$ cat config.mk
export PLATFORM = sky130hd
export DESIGN_NAME = rf_wb_scheduler
export DESIGN_NICKNAME = d
export VERILOG_FILES = /design/src/rtl/rf_wb_scheduler.sv
export SDC_FILE = /design/constraint.sdc
export NUM_CORES = 1
export LEC_CHECK = 0
export CAP_MARGIN = 20
export CELL_PAD_IN_SITES_DETAIL_PLACEMENT = 1
export CELL_PAD_IN_SITES_GLOBAL_PLACEMENT = 2
export CORE_ASPECT_RATIO = 1.1
export CORE_MARGIN = 5
export CORE_UTILIZATION = 28
export CTS_CLUSTER_DIAMETER = 80
export DETAILED_ROUTE_END_ITERATION = 6
export PLACE_DENSITY = 0.91
export RECOVER_POWER = 50
export SLEW_MARGIN = 20
export SYNTH_ARGS = -nofsm -noshare
export SYNTH_HDL_FRONTEND = slang
export SYNTH_SLANG_ARGS = --single-unit
$ cat constraint.sdc
create_clock -name clk -period 7.4 [get_ports clk]
set_input_delay 2.22 -clock clk [delete_from_list [all_inputs] [get_ports clk]]
set_output_delay 2.22 -clock clk [all_outputs]
set_load 0.02 [all_outputs]
$ cat src/rtl/rf_wb_scheduler.sv
`default_nettype none
// ============================================================================
// Module   : rf_wb_scheduler
// Purpose  : Shares the single register-file write port among NREQ writeback
//            requesters. Fixed priority with starvation escalation, registered
//            RF write, and a 32-entry pending-write scoreboard that stalls
//            decode on RAW/WAW hazards.
// Revision : 1.0 - initial release
// ============================================================================
module rf_wb_scheduler #(
    parameter int NREQ         = 3,
    parameter int XLEN         = 32,
    parameter int STARVE_LIMIT = 4
) (
    input  logic                 clk,
    input  logic                 rst,
    input  logic                 flush,
    input  logic [NREQ-1:0]      req_valid,
    input  logic [5*NREQ-1:0]    req_rd,
    input  logic [XLEN*NREQ-1:0] req_data,
    output logic [NREQ-1:0]      req_ready,
    input  logic                 issue_valid,
    input  logic [4:0]           issue_rd,
    input  logic [4:0]           chk_rs1,
    input  logic [4:0]           chk_rs2,
    input  logic [4:0]           chk_rd,
    output logic                 stall,
    output logic                 rf_we,
    output logic [4:0]           rf_rd,
    output logic [XLEN-1:0]      rf_wdata
);

    localparam int            CW      = $clog2(STARVE_LIMIT + 1);
    localparam logic [CW-1:0] C_LIMIT = CW'(STARVE_LIMIT);

    logic [CW-1:0]   r_cnt [NREQ];
    logic [NREQ-1:0] w_starve;
    logic [NREQ-1:0] w_grant;
    logic            w_found;
    logic            w_xfer;
    logic [4:0]      w_sel_rd;
    logic [XLEN-1:0] w_sel_data;
    logic            r_rf_we;
    logic [4:0]      r_rf_rd;
    logic [XLEN-1:0] r_rf_wdata;
    logic [31:0]     r_pend;
    logic [31:0]     w_set;
    logic [31:0]     w_clr;

    // A requester is starving once it has lost STARVE_LIMIT consecutive cycles
    generate
        for (genvar gi = 0; gi < NREQ; gi++) begin : g_starve
            assign w_starve[gi] = req_valid[gi] && (r_cnt[gi] >= C_LIMIT);
        end
    endgenerate

    // One-hot grant: lowest starving index first, otherwise lowest valid index
    always_comb begin
        w_grant = '0;
        w_found = 1'b0;
        for (int i = 0; i < NREQ; i++) begin
            if (!w_found && w_starve[i]) begin
                w_grant[i] = 1'b1;
                w_found    = 1'b1;
            end
        end
        for (int i = 0; i < NREQ; i++) begin
            if (!w_found && req_valid[i]) begin
                w_grant[i] = 1'b1;
                w_found    = 1'b1;
            end
        end
    end

    assign w_xfer    = |w_grant;
    assign req_ready = rst ? '0 : w_grant;

    // Select the winner's destination and data (grant is one-hot)
    always_comb begin
        w_sel_rd   = '0;
        w_sel_data = '0;
        for (int i = 0; i < NREQ; i++) begin
            if (w_grant[i]) begin
                w_sel_rd   = w_sel_rd   | req_rd[5*i +: 5];
                w_sel_data = w_sel_data | req_data[XLEN*i +: XLEN];
            end
        end
    end

    // Per-requester lost-cycle counters, saturating at the limit
    generate
        for (genvar gi = 0; gi < NREQ; gi++) begin : g_cnt
            always_ff @(posedge clk or posedge rst) begin
                if (rst) begin
                    r_cnt[gi] <= '0;
                end else if (flush || !req_valid[gi] || w_grant[gi]) begin
                    r_cnt[gi] <= '0;
                end else if (r_cnt[gi] < C_LIMIT) begin
                    r_cnt[gi] <= r_cnt[gi] + 1'b1;
                end
            end
        end
    endgenerate

    // Output register; writes to x0 are accepted but never reach the RF
    always_ff @(posedge clk or posedge rst) begin
        if (rst) begin
            r_rf_we    <= 1'b0;
            r_rf_rd    <= '0;
            r_rf_wdata <= '0;
        end else if (w_xfer && (w_sel_rd != 5'd0)) begin
            r_rf_we    <= 1'b1;
            r_rf_rd    <= w_sel_rd;
            r_rf_wdata <= w_sel_data;
        end else begin
            r_rf_we    <= 1'b0;
        end
    end

    assign rf_we    = r_rf_we;
    assign rf_rd    = r_rf_rd;
    assign rf_wdata = r_rf_wdata;

    assign w_set = (issue_valid && (issue_rd != 5'd0)) ? (32'd1 << issue_rd) : 32'd0;
    assign w_clr = r_rf_we ? (32'd1 << r_rf_rd) : 32'd0;

    // Pending scoreboard: issue sets, RF commit clears, set wins a same-edge tie
    always_ff @(posedge clk or posedge rst) begin
        if (rst) begin
            r_pend <= '0;
        end else if (flush) begin
            r_pend <= '0;
        end else begin
            r_pend <= ((r_pend & ~w_clr) | w_set) & ~32'd1;
        end
    end

    assign stall = !rst && (r_pend[chk_rs1] || r_pend[chk_rs2] || r_pend[chk_rd]);

endmodule
`default_nettype wire

# Yosys cells after proc, flatten, opt, wreduce, memory -nomap -nowiden
# Index checks and enable logic that the tools add are counted.
[word_totals]
reg_bits = 79
in_bits = 138
out_inout_bits = 42
word_cells = 95
[op_classes]
add_sub_neg = 3
order_cmp = 9
n_shift = 2
mux = 33
n_bitwise = 7
reduce_logical = 34
[op_table]
columns = ["op", "n"]
rows = [
  ["$mux 32", 6],
  ["$or 32x32->32", 3],
  ["$shl 1x5->32 const A", 2],
  ["$and 32x32->32", 1],
  ["$not 32->32", 1],
  ["$mux 3", 7],
  ["$lt 5x6->1 const B", 3],
  ["$bmux 1 s5", 3],
  ["$mux 5", 3],
  ["$mux 1", 14],
  ["$logic_and 1x1->1", 11],
  ["$or 5x5->5", 2],
  ["$reduce_bool 5->1", 2],
  ["$add 3x1->3 const B", 3],
  ["$ge 3x3->1 const B", 3],
  ["$logic_not 1->1", 9],
  ["$lt 3x3->1 const B", 3],
  ["$logic_or 1x1->1", 8],
  ["$reduce_bool 2->1", 3],
  ["$reduce_or 3->1", 1],
]

# Longest topological paths before layout
[logic_depth]
depth_word = 22
ltp_mapped = 10
depth_no_buf = 6

# Worst setup path after synthesis
# OpenSTA, ideal clock, no wires.
[synth_timing]
path_type = "input-to-output"
from = "in rst"
to = "out req_ready[0]"
arrival_time_ps = 4282
required_ps = 5180
setup_slack_ps = 898
cell_stages = 2
path_buffers = 0
path_cell_list = "inv_1 -> and2_1"
[synth_via]
elab_chain_cells = 1
[synth_rtl]
columns = ["element", "line", "text"]
rows = [
  ["start: declaration", "16", "input logic rst,"],
  ["$mux 3", "76", "assign req_ready = rst ? '0 : w_grant;"],
  ["end: declaration", "21", "output logic [NREQ-1:0] req_ready,"],
]
# Every way passes these cells.

# Worst setup path in the final report
[layout_timing]
from = "in chk_rs1[0]"
to = "out stall"
[layout_via]
elab_chain_cells = 5
[layout_rtl]
columns = ["element", "line", "text"]
rows = [
  ["start: declaration", "24", "input logic [4:0] chk_rs1,"],
  ["$bmux 1 s5", "138", "assign stall = !rst && (r_pend[chk_rs1] || r_pend[chk_rs2] || r_pend[chk_rd]);"],
  ["$mux 1 (implied by the code)", "138", ""],
  ["$logic_or 1x1->1 (2 in a row)", "138", ""],
  ["$logic_and 1x1->1", "138", ""],
  ["end: declaration", "27", "output logic stall,"],
]
# Every way passes these cells. The select of a mux whose other input is x is not followed.

==> flow_metrics.env <==
export IMPL_status="finished with violations"
export IMPL_violations="capacitance limit, slew limit"
export IMPL_setup_violations=0
export IMPL_via_per_inst=5.48
export IMPL_yosysSeqAreaShare=0.422
export IMPL_fillers=1828
export IMPL_synth_top_family_by_area="compound AO/OA/AOI/OAI gates"
export IMPL_totalWireLength_mm=18.2
export IMPL_synth_compound_area_share=0.194
export IMPL_finalHoldViolations=0
export IMPL_yosys_area_share_simple=0.119
export IMPL_crit_slowest_cell="clkdlybuf4s50_1"
export IMPL_core_area_um2=16300
export IMPL_dieArea_um2=19200
export IMPL_holdBufCountCts=0
export IMPL_worst_slew_pin_slew_ps=3120
export IMPL_antenna_found_initial=1
export IMPL_synth_seq_cells=78
export IMPL_syn_area_per_cell_um2=10.1
export IMPL_grt_pass1_vias=5138
export IMPL_layout_commonest_cell="clkdlybuf4s50_1"
export IMPL_crit_path_max_fanout=10
export IMPL_cp_required_ps=5180
export IMPL_synth_nets=597
export IMPL_placement_io_buffers=179
export IMPL_cts_sinks=78
export IMPL_p_leak_nw=2.95
export IMPL_chipWidth_um=133
export IMPL_synth_warnings=0
export IMPL_fmax_mhz=142
export IMPL_row_count=49
export IMPL_relSlewSlack=-1.08
export IMPL_synth_xor_area_frac=0.00379
export IMPL_cpPeakStageDelay_ps=800
export IMPL_cp_start_kind="input port"
export IMPL_holdPathEnd="r_cnt[6]$_DFFE_PP0P_"
export IMPL_grt_max_degree=58
export IMPL_final_cell_mix="clkdlybuf4s50_1, dfrtp_1, inv_1, mux2i_1, nand2_1"
export IMPL_worstSetupPathType="input port to output port"
export IMPL_postPlaceCellArea_um2=6590
export IMPL_cts_tree="yes"
export IMPL_final_cell_area_um2=6880
export IMPL_crit_chain="clkdlybuf4s50_1 > mux4_2 > mux2_2 > a311oi_1 > a31oi_1 > clkdlybuf4s50_1"
export IMPL_cts_made_buffers=9
export IMPL_clk_pin_slew_ps=60
export IMPL_grt_usage=0.190
export IMPL_timing_rr_start="r_cnt[2]$_DFFE_PP0P_"
export IMPL_drc=0
export IMPL_rrSetupSlack_ps=4720
export IMPL_rsz0062_at_grt="no"
export IMPL_final_setup_tns_ps=0
export IMPL_syn_to_final_growth_pct=48.8
export IMPL_r2r_cells=8
export IMPL_cts_root_buf="clkbuf_16"
export IMPL_route_vias_total=4557
export IMPL_place_congestion=0.954
export IMPL_die_h_um=145
export IMPL_holdPathStages=1
export IMPL_cp_data_arrival_time_ps=4820
export IMPL_hpwl_mm=14.6
export IMPL_yosysUniqueCellTypes=49
export IMPL_fin_nets=764
export IMPL_maxCapViolCount=1
export IMPL_path_delay_family="buffers and inverters"
export IMPL_drv_slew=58
export IMPL_wl_per_cell_um=21.8
export IMPL_max_vdd_ir_drop_mv=0.114
export IMPL_grt_first_pass_wirelength_mm=28.4
export IMPL_clockBufferDepth=2
export IMPL_post_route_min_period_ps=7040
export IMPL_hp_start="r_cnt[6]$_DFFE_PP0P_"
export IMPL_worst_skew_pair_late_latency_ps=340
export IMPL_postCtsSetupBuffers=0
export IMPL_synth_adder_area_share=0.00812
export IMPL_fin_skew_ps=8.87
export IMPL_final_antenna_net_count=0
export IMPL_cp_end_kind="output port"
export IMPL_dr_pass1_iters=7
export IMPL_htree_levels=3
export IMPL_io_pins=180
export IMPL_drive_above_1_share=0.0718
export IMPL_muxShareOfSynthArea=0.186
export IMPL_syn_area_um2=4620
export IMPL_initial_core_util=0.283
export IMPL_cp_buffers_inverters=2
export IMPL_dr_first_iter_drc_count=310
export IMPL_cts_resized=0
export IMPL_reg2reg_to="rf_wdata[28]$_DFFE_PP0P_"
export IMPL_overflow=0
export IMPL_cpMostUsedCell="clkdlybuf4s50_1"
export IMPL_syn_instance_count=456
export IMPL_post_route_period_util=0.951
export IMPL_hold_path_class="flip-flop to flip-flop"
export IMPL_power_density_nw_per_um2=177
[state kept, by name, summed over array words and instances, names as in the netlist]
register / flops
r_pend: 31
rf_rd: 5
rf_we: 1
rf_wdata: 32
r_cnt: 9
[cell families (layout without fill, tap and decap cells)]
group	after synthesis	count (layout)
other cells	0	1
fa+ha+maj	3	3
mux	65	65
buf+inv	72	243
compound gates	128	128
simple gates	108	108
flops	78	78
xor+xnor	2	2
[how the worst max path moves through the flow]
stage,from,to,cells past startpoint
after floorplan,rst,req_ready[0],2
after global placement,chk_rs1[0],stall,8
after detailed placement,chk_rs1[0],stall,8
after CTS,chk_rs1[0],stall,8
after global routing,chk_rs1[0],stall,8
final,chk_rs1[0],stall,6
[area by class of cell]
class / count / area, um2 / share of cell area
clock inverter: 5 / 58.8 / 0.00855
timing repair buffer: 186 / 1840 / 0.267
antenna: 1 / 2.50 / 0.000364
clock buffer: 10 / 239 / 0.0347
sequential: 78 / 1950 / 0.284
multi-input combinational: 306 / 2380 / 0.345
inverter: 42 / 159 / 0.0231
tap: 204 / 255 / 0.0371
[layer usage]
metal | vias to the layer above | track usage | share of wire
met5 | - | 0 | 0
met4 | 0 | 0.0771 | 0.031
met3 | 43 | 0.0591 | 0.087
met2 | 223 | 0.329 | 0.49
met1 | 2230 | 0.222 | 0.39
li1 | 2061 | - | -
[synthesized netlist by cell type, drive strengths merged]
| cell type | instances | area (um2) |
|---|---|---|
| a22oi | 1 | 12.5 |
| a221oi | 4 | 35.0 |
| and2 | 6 | 37.5 |
| o21ai | 36 | 180 |
| o211ai | 1 | 7.51 |
| o21a | 2 | 15.0 |
| a21oi | 33 | 165 |
| nand4 | 4 | 25.0 |
| ha | 3 | 37.5 |
| o22ai | 1 | 6.26 |
| nand3b | 1 | 7.51 |
| a2111oi | 3 | 26.3 |
| a311oi | 1 | 8.76 |
| nor3b | 8 | 60.1 |
| mux4 | 16 | 360 |
| a221o | 1 | 10.0 |
| o2111ai | 1 | 8.76 |
| nand2b | 5 | 31.3 |
| a222oi | 36 | 360 |
| mux2i | 41 | 410 |
| nand3 | 8 | 40.0 |
| a211oi | 1 | 7.51 |
| inv | 42 | 158 |
| a21boi | 1 | 7.51 |
| nor3 | 3 | 15.0 |
| a31o | 1 | 8.76 |
| nor4 | 1 | 6.26 |
| nor2 | 14 | 52.6 |
| and3b | 1 | 8.76 |
| nor2b | 8 | 50.1 |
| dfrtp | 78 | 1950 |
| and4 | 1 | 8.76 |
| mux2 | 8 | 90.1 |
| o21bai | 1 | 7.51 |
| or3 | 1 | 6.26 |
| and3 | 2 | 12.5 |
| or4b | 1 | 10.0 |
| nor4b | 3 | 26.3 |
| nand2 | 41 | 154 |
| o211a | 1 | 10.0 |
| buf | 10 | 73.8 |
| clkbuf | 20 | 75.1 |
| a31oi | 3 | 18.8 |
| xor2 | 2 | 17.5 |
[where the power goes]
group	leakage, nW	switching [W]	internal, W
registers	1.02	0.0000240	0.000454
clock network	0.141	0.000178	0.000269
logic	1.80	0.000147	0.000148
[metrics by stage]
step                      worst slack (ps)   util  std cells  total power, W  hold WS [ps]
after CTS                              316  0.422        831         0.00124           440
after global placement                 355  0.404        816        0.000780           420
after detailed placement               324  0.404        816        0.000789           432
after floorplan                        898      -        456        0.000613           409
final                                  362  0.422        832         0.00122           434
after global routing                  74.5  0.422        832         0.00127           464
No activity file was read; power rests on OpenSTA's default activity.
